## src/rtl/rsa_modexp_ct.sv

```systemverilog
`default_nettype none
// ============================================================================
//  Module   : rsa_modexp_ct
//  Purpose  : c = m^e mod n by left-to-right square-and-multiply with a
//             bit-serial interleaved modular multiplier and constant-time mode.
//  Revision : 1.0 - initial release
// ============================================================================
module rsa_modexp_ct #(
    parameter int WIDTH     = 16,
    parameter int EXP_WIDTH = 8
) (
    input  logic                 clk,
    input  logic                 rst,
    input  logic                 start,
    input  logic                 const_time,
    input  logic [WIDTH-1:0]     m,
    input  logic [EXP_WIDTH-1:0] e,
    input  logic [WIDTH-1:0]     n,
    output logic [WIDTH-1:0]     c,
    output logic                 busy,
    output logic                 finish,
    output logic                 err
);

    localparam int c_cnt_w = (WIDTH > 1) ? $clog2(WIDTH) : 1;
    localparam int c_idx_w = (EXP_WIDTH > 1) ? $clog2(EXP_WIDTH) : 1;
    localparam logic [c_cnt_w-1:0] c_bit_last = c_cnt_w'(WIDTH - 1);
    localparam logic [c_idx_w-1:0] c_idx_last = c_idx_w'(EXP_WIDTH - 1);

    localparam logic [2:0] c_st_idle = 3'd0;
    localparam logic [2:0] c_st_load = 3'd1;
    localparam logic [2:0] c_st_sqr  = 3'd2;
    localparam logic [2:0] c_st_mul  = 3'd3;
    localparam logic [2:0] c_st_done = 3'd4;

    logic [2:0]           r_state;
    logic [WIDTH-1:0]     r_m;
    logic [EXP_WIDTH-1:0] r_e;
    logic [WIDTH-1:0]     r_n;
    logic                 r_ct;
    logic [WIDTH-1:0]     r_acc;
    logic [WIDTH-1:0]     r_r;
    logic [c_cnt_w-1:0]   r_bit;
    logic [c_idx_w-1:0]   r_idx;
    logic [WIDTH-1:0]     r_c;
    logic                 r_err;

    logic [WIDTH-1:0]     w_mul_b;
    logic                 w_b_bit;
    logic [WIDTH:0]       w_dbl;
    logic [WIDTH:0]       w_dbl_red;
    logic [WIDTH:0]       w_add;
    logic [WIDTH-1:0]     w_r_next;
    logic                 w_e_bit;

    // One interleaved step: r = ((2r mod n) + b[i]*acc) mod n.
    // Real and dummy multiplies use this identical path.
    always_comb begin
        w_mul_b   = (r_state == c_st_sqr) ? r_acc : r_m;
        w_b_bit   = w_mul_b[r_bit];
        w_dbl     = {r_r, 1'b0};
        w_dbl_red = (w_dbl >= {1'b0, r_n}) ? (w_dbl - {1'b0, r_n}) : w_dbl;
        w_add     = w_b_bit ? (w_dbl_red + {1'b0, r_acc}) : w_dbl_red;
        w_r_next  = (w_add >= {1'b0, r_n}) ? WIDTH'(w_add - {1'b0, r_n})
                                           : w_add[WIDTH-1:0];
        w_e_bit   = r_e[r_idx];
    end

    always_ff @(posedge clk or posedge rst) begin
        if (rst) begin
            r_state <= c_st_idle;
            r_m     <= '0;
            r_e     <= '0;
            r_n     <= '0;
            r_ct    <= 1'b0;
            r_acc   <= '0;
            r_r     <= '0;
            r_bit   <= '0;
            r_idx   <= '0;
            r_c     <= '0;
            r_err   <= 1'b0;
        end else begin
            case (r_state)
                c_st_idle: begin
                    if (start) begin
                        r_m     <= m;
                        r_e     <= e;
                        r_n     <= n;
                        r_ct    <= const_time;
                        r_err   <= 1'b0;
                        r_state <= c_st_load;
                    end
                end
                c_st_load: begin
                    r_acc <= WIDTH'(1);
                    r_r   <= '0;
                    r_bit <= c_bit_last;
                    r_idx <= c_idx_last;
                    if ((r_n < WIDTH'(2)) || (r_m >= r_n)) begin
                        r_err   <= 1'b1;
                        r_c     <= '0;
                        r_state <= c_st_done;
                    end else begin
                        r_state <= c_st_sqr;
                    end
                end
                c_st_sqr, c_st_mul: begin
                    r_r   <= w_r_next;
                    r_bit <= r_bit - 1'b1;
                    if (r_bit == '0) begin
                        r_r   <= '0;
                        r_bit <= c_bit_last;
                        if (r_state == c_st_sqr) begin
                            r_acc <= w_r_next;
                            if (w_e_bit || r_ct) begin
                                r_state <= c_st_mul;
                            end else if (r_idx == '0) begin
                                r_c     <= w_r_next;
                                r_state <= c_st_done;
                            end else begin
                                r_idx <= r_idx - 1'b1;
                            end
                        end else begin
                            // Dummy multiply: product is dropped, only the write enable differs.
                            if (w_e_bit) begin
                                r_acc <= w_r_next;
                            end
                            if (r_idx == '0) begin
                                r_c     <= w_e_bit ? w_r_next : r_acc;
                                r_state <= c_st_done;
                            end else begin
                                r_idx   <= r_idx - 1'b1;
                                r_state <= c_st_sqr;
                            end
                        end
                    end
                end
                c_st_done: begin
                    r_state <= c_st_idle;
                end
                default: begin
                    r_state <= c_st_idle;
                end
            endcase
        end
    end

    assign c      = r_c;
    assign busy   = (r_state != c_st_idle);
    assign finish = (r_state == c_st_done);
    assign err    = r_err;

endmodule
`default_nettype wire
```

## config.mk

```make
export PLATFORM = sky130hd
export DESIGN_NAME = rsa_modexp_ct
export DESIGN_NICKNAME = d
export VERILOG_FILES = /design/src/rtl/rsa_modexp_ct.sv
export SDC_FILE = /design/constraint.sdc
export NUM_CORES = 1
export LEC_CHECK = 0
export CAP_MARGIN = 20
export CORE_MARGIN = 4
export CORE_UTILIZATION = 59
export CTS_CLUSTER_SIZE = 10
export DETAILED_ROUTE_END_ITERATION = 8
export GPL_ROUTABILITY_DRIVEN = 0
export PLACE_DENSITY = 0.81
export SYNTH_ARGS = -nofsm -noshare
export SYNTH_HDL_FRONTEND = slang
export SYNTH_SLANG_ARGS = --single-unit
export TNS_END_PERCENT = 30
```

## constraint.sdc

```tcl
create_clock -name clk -period 8.4 [get_ports clk]
set_input_delay 1.68 -clock clk [delete_from_list [all_inputs] [get_ports clk]]
set_output_delay 1.68 -clock clk [all_outputs]
set_load 0.01 [all_outputs]
```

* After elaboration in Yosys (flattened, before gate mapping) *
Index checks and enable logic that the tools add are counted.

storage, ports and cells
  output and inout bits = 19
  flip-flop bits (word level) = 100
  logic and storage cells = 87
  bits of input ports = 44

operators by class
  $add $sub $neg = 5
  mux-type cells = 39
  equal/unequal tests = 11
  $lt $le $gt $ge = 6
  reductions and logical operators = 15

operator list
  kind                                                         count
  two-way mux 16 bit                                           12
  case mux 16 bit (2 select lines)                             3
  >= comparator 17 x 16 -> 1 bit                               2
  two-way mux 17 bit                                           2
  two-way mux 3 bit                                            11
  adder 17 x 16 -> 17 bit                                      1
  subtractor 17 x 16 -> 17 bit                                 1
  >= comparator 16 bit                                         1
  less-than comparator 16 x 2 -> 1 bit, second input constant  1
  subtractor 16 bit                                            1
  inequality test 3 bit, second input constant                 3
  case mux 3 bit (3 select lines)                              1
  AND reduction 3 bit                                          3
  case mux 4 bit (2 select lines)                              1
  == test 3 x 2 -> 1 bit, second input constant                2
  logical NOT 3 bit                                            2
  inequality test 2 bit, second input constant                 3
  case mux 3 bit (2 select lines)                              1
  AND reduction 6 bit                                          1
  less-than comparator 4 x 5 -> 1 bit, second input constant   1
  binary-select mux 1 bit (select 4 bit)                       1
  logical NOT 4 bit                                            1
  less-than comparator 3 x 4 -> 1 bit, second input constant   1
  two-way mux 1 bit                                            4
  other kinds (13)                                             16

* Longest topological paths before layout *
  word-level depth = 12
  gate-level depth with buffers = 32
  mapped depth without buffers = 29

* Worst setup path after synthesis *
No wires, ideal clock.

  path type = reg-to-reg
  start = register r_n[1]
  end = register r_c[13], in the netlist c[13]
  buffers on the path = 2
  required time = 8.274 ns
  library setup time = 0.126 ns
  arrival = 6.108 ns
  stages on the path, launching flop included = 31
  path slack = 2.166 ns
  clock period less this slack = 6.234 ns
  path through = dfrtp_1 -> inv_1 -> ha_1 -> nor2b_1 -> o2111ai_1 -> a211oi_1 -> o311ai_0 -> nand2_1 -> clkbuf_1 -> nor2_1 -> a21oi_1 -> ha_1 -> o211a_1 -> o21ai_0 -> a21oi_1 -> o21a_1 -> nor2_1 -> xnor2_1 -> mux2_2 -> ha_1 -> and4_1 -> nand3_1 -> nor2_1 -> o31ai_1 -> and3_1 -> a21oi_1 -> o21bai_1 -> or2_1 -> buf_6 -> mux2_4 -> a221o_1

between the ends
  cells in the longest elaborated chain, start to end = 11
  elaborated cells on any way between the ends = 20
  classes of those cells = add/sub (3); order compare (4); eq/ne (1); mux (10); reduce/logical (2)

ends and longest elaborated chain
  what                                                                            RTL line  text
  start, declared                                                                 39        logic [WIDTH-1:0] r_n;
  start signal, assigned                                                          88        r_n <= n;
  subtractor 17 x 16 -> 17 bit or >= comparator 17 x 16 -> 1 bit (tied branches)  62        w_dbl_red = (w_dbl >= {1'b0, r_n}) ? (w_dbl - {1'b0, r_n}) : w_dbl;
  two-way mux 17 bit                                                              62
  adder 17 x 16 -> 17 bit                                                         63        w_add = w_b_bit ? (w_dbl_red + {1'b0, r_acc}) : w_dbl_red;
  two-way mux 17 bit                                                              63
  subtractor 16 bit or >= comparator 17 x 16 -> 1 bit (tied branches)             64        w_r_next = (w_add >= {1'b0, r_n}) ? WIDTH'(w_add - {1'b0, r_n})
  two-way mux 16 bit                                                              64
  two-way mux 16 bit (on tied branches)                                           -
  two-way mux 16 bit (on tied branches)                                           128, 115
  two-way mux 16 bit                                                              113       if (r_state == c_st_sqr) begin
  two-way mux 16 bit                                                              110       if (r_bit == '0) begin
  case mux 16 bit (2 select lines)                                                83        case (r_state)
  end signal, assigned                                                            118       r_c <= w_r_next;
  end signal, assigned                                                            129       r_c <= w_e_bit ? w_r_next : r_acc;
  end, declared                                                                   45        logic [WIDTH-1:0] r_c;

Parallel ways exist; a longest one is shown, timed or not. The select of a mux whose other input is x is not followed.
A chain may end at the register's enable or synchronous reset.

* Final worst setup path *
  start = register r_n[1]
  end = register r_c[8], in the netlist c[8]

Same word-level chain as after synthesis.

==> impl_metrics.tcl <==
set metrics [dict create \
    status "complete, no violations" \
    cts_tree "done" \
    slowest_stage "or2_1" \
    startpoint_type "register" \
    seqCellArea_um2 2500 \
    cts_root_buffer "clkbuf_16" \
    post_cts_buffers 0 \
    cts_resized 0 \
    clkSinkCount 100 \
    yosys-top-cells-area "dfrtp_1 34%, ha_1 11%, mux2_2 6.4%" \
    totalWireLength_mm 22.4 \
    ys_async_sr_fraction_pct 100 \
    path_clk_slew_ns 0.07 \
    critPathMaxFanout 19 \
    avgSynthCellArea_um2 9.25 \
    dieHeight_um 120 \
    postCtsHoldBufs 0 \
    fmax_ghz 0.132 \
    grt_antenna_before_repair 0 \
    dp_hpwl_mm 16.6 \
    grt_pass1_wl_mm 35.5 \
    routedWlPerCell_um 21.9 \
    cp-end-kind "register" \
    pre_cts_ws_ns 1.07 \
    period_share_pct 89.9 \
    worst_clock_skew_ns 0.0104 \
    ys_seq_area_share_pct 33.6 \
    worstPathRequired_ns 8.60 \
    grt_usage_pct 31.6 \
    diodes 0 \
    worstPathArrival_ns 7.76 \
    die-width_um 120 \
    crit_type "register to register" \
    io_buffers 62 \
    hold_ws_ns 0.494 \
    cts_made_buffers 9 \
    setup_viol 0 \
    rsz0062_at_grt "no" \
    drt_iter0_drc 704 \
    tns_ns 0 \
    start_util_pct 61.2 \
    drc 0 \
    worst-slew-pin-transition_ns 1.10 \
    synth_cell_types 60 \
    core-area_um2 12200 \
    min_path_type "register to register" \
    cp_top_family "compound AO/OA/AOI/OAI gates" \
    ys_seq_elements 100 \
    multi_input_area_um2 4650 \
    ys_warn_count 0 \
    drt-vias-per-instance 6.61 \
    path_buf_inv 1 \
    syn_inst 805 \
    vias 6779 \
    firstDrtPassIters 5 \
    antenna_left 0 \
    yosysTopAreaCell "dfrtp_1" \
    dieArea_um2 14500 \
    r2r_slack_ns 0.84 \
    drive_gt1_share_pct 9.45 \
    clk_latency_ns 0.37 \
    slew_viol_final 0 \
    syn_nets 919 \
    fin_crit_ns 7.56 \
    grt_overflow_total 0 \
    slew_headroom_pct 26.3 \
    grt_max_degree 69 \
    clockBufferDepth 2 \
    synth_ff_type "dfrtp_1" \
    pin_count 63 \
    critical-path-max-stage-delay_ns 0.61 \
    hold_viol 0 \
    fillers 943 \
    syn_to_final_growth_pct 14.3 \
    final_util_pct 70.0 \
    rows 40 \
    synth_edf_count 0 \
    fin_ws_ns 0.844 \
    synth_area_um2 7450 \
    first_global_vias 6837 \
    maxCapViolCount 0 \
    synth_top_area_share_pct 33.6 \
    fin_nets 966 \
    htree_levels 3 \
]
## worst reg2reg max path, cell delays in order, from the launching register on
cell	delay, ns
dfrtp_1	0.42
inv_1	0.19
ha_1	0.28
nor2b_1	0.15
o2111ai_1	0.23
a211oi_1	0.15
o311ai_0	0.54
nand2_1	0.53
a21oi_1	0.40
ha_1	0.34
o211a_1	0.23
o21ai_0	0.31
a21oi_1	0.12
o21a_1	0.21
nor2_1	0.11
xnor2_1	0.07
mux2_2	0.27
ha_1	0.37
and4_1	0.21
nand3_1	0.12
nor2_1	0.12
o31ai_1	0.07
and3_1	0.22
a21oi_1	0.13
o21bai_1	0.21
or2_1	0.61
mux2i_1	0.56
o221ai_1	0.21
## metal layers
layer / GRT usage, % / up-vias / routed length, um
li1: - / 3036 / -
met1: 39.6 / 3332 / 8720
met2: 51.2 / 328 / 10400
met3: 9.07 / 83 / 2210
met4: 14.2 / 0 / 1130
met5: 0 / - / 0
## final cells by class
cell class | count | share of cell area [%]
well taps | 168 | 2.47
multi-input cells | 635 | 54.7
repair buffers | 65 | 7.56
clock buffers | 11 | 2.97
inverters | 41 | 1.84
clock inverters | 5 | 1.07
flip-flops and latches | 100 | 29.4
## state kept, by name, summed over array words and instances (netlist names)
signal   cells
c           16
r_e          8
r_bit        4
r_idx        3
r_state      3
r_acc       16
err          1
r_r         16
r_n         16
r_m         16
r_ct         1
## cell families after synthesis
logic type                 count (synthesis)  share of synthesized area [%]
AOI/OAI and AO/OA                        235                           19.9
and+or+nand+nor                          223                           13.7
DFF                                      100                           33.6
muxes                                     72                           12.6
buffers and inverters                     70                           3.91
adders and majority gates                 70                           12.1
xor gates and xnor gates                  35                           4.12
## worst paths after layout
| path | start | endpoint | cells past startpoint |
|---|---|---|---|
| max | r_n[1] | c[8] | 27 |
| min | c[6] | c[6] | 2 |
| max reg2reg | r_n[1] | c[8] | 27 |
| min reg2reg | c[6] | c[6] | 2 |
| max in group asynchronous | rst | r_acc[8] | 3 |
| min in group asynchronous | rst | r_n[12] | 2 |
## placed cells by master, fill, tap and decap left out, types with 7 or more instances in the layout
cell type,n
nand3_1,17
o21a_1,11
clkdlybuf4s50_1,62
o21ai_0,74
nand2b_1,8
inv_1,40
a21o_1,14
nor3_1,19
mux4_2,12
mux2i_1,16
mux2_2,42
ha_1,67
and3_1,7
a211oi_1,12
xor2_1,11
nand2_1,80
a21oi_1,52
nor2b_1,11
nor2_1,55
clkbuf_16,9
a22o_1,10
xnor2_1,24
dfrtp_1,100
o221ai_1,7
## stage by stage
stage,instances,area [um2]
final,1025,8510
after global routing,1025,8510
after floorplan,805,7450
after CTS,1024,8500
after global placement,1008,8160
after detailed placement,1008,8160
## Yosys cell counts, drive strengths merged, types with 12 or more instances
library cell,count
xnor2,24
nor3,19
clkbuf,19
mux4,12
mux2i,17
ha,67
a21o,14
a21oi,52
nand2,80
o21ai,77
inv,41
mux2,43
a211oi,12
nand3,17
nor2,57
dfrtp,100
Power is left out: the tool's default activity adds up to more than one toggle a clock period on the data nets, which glitch-free logic cannot reach.
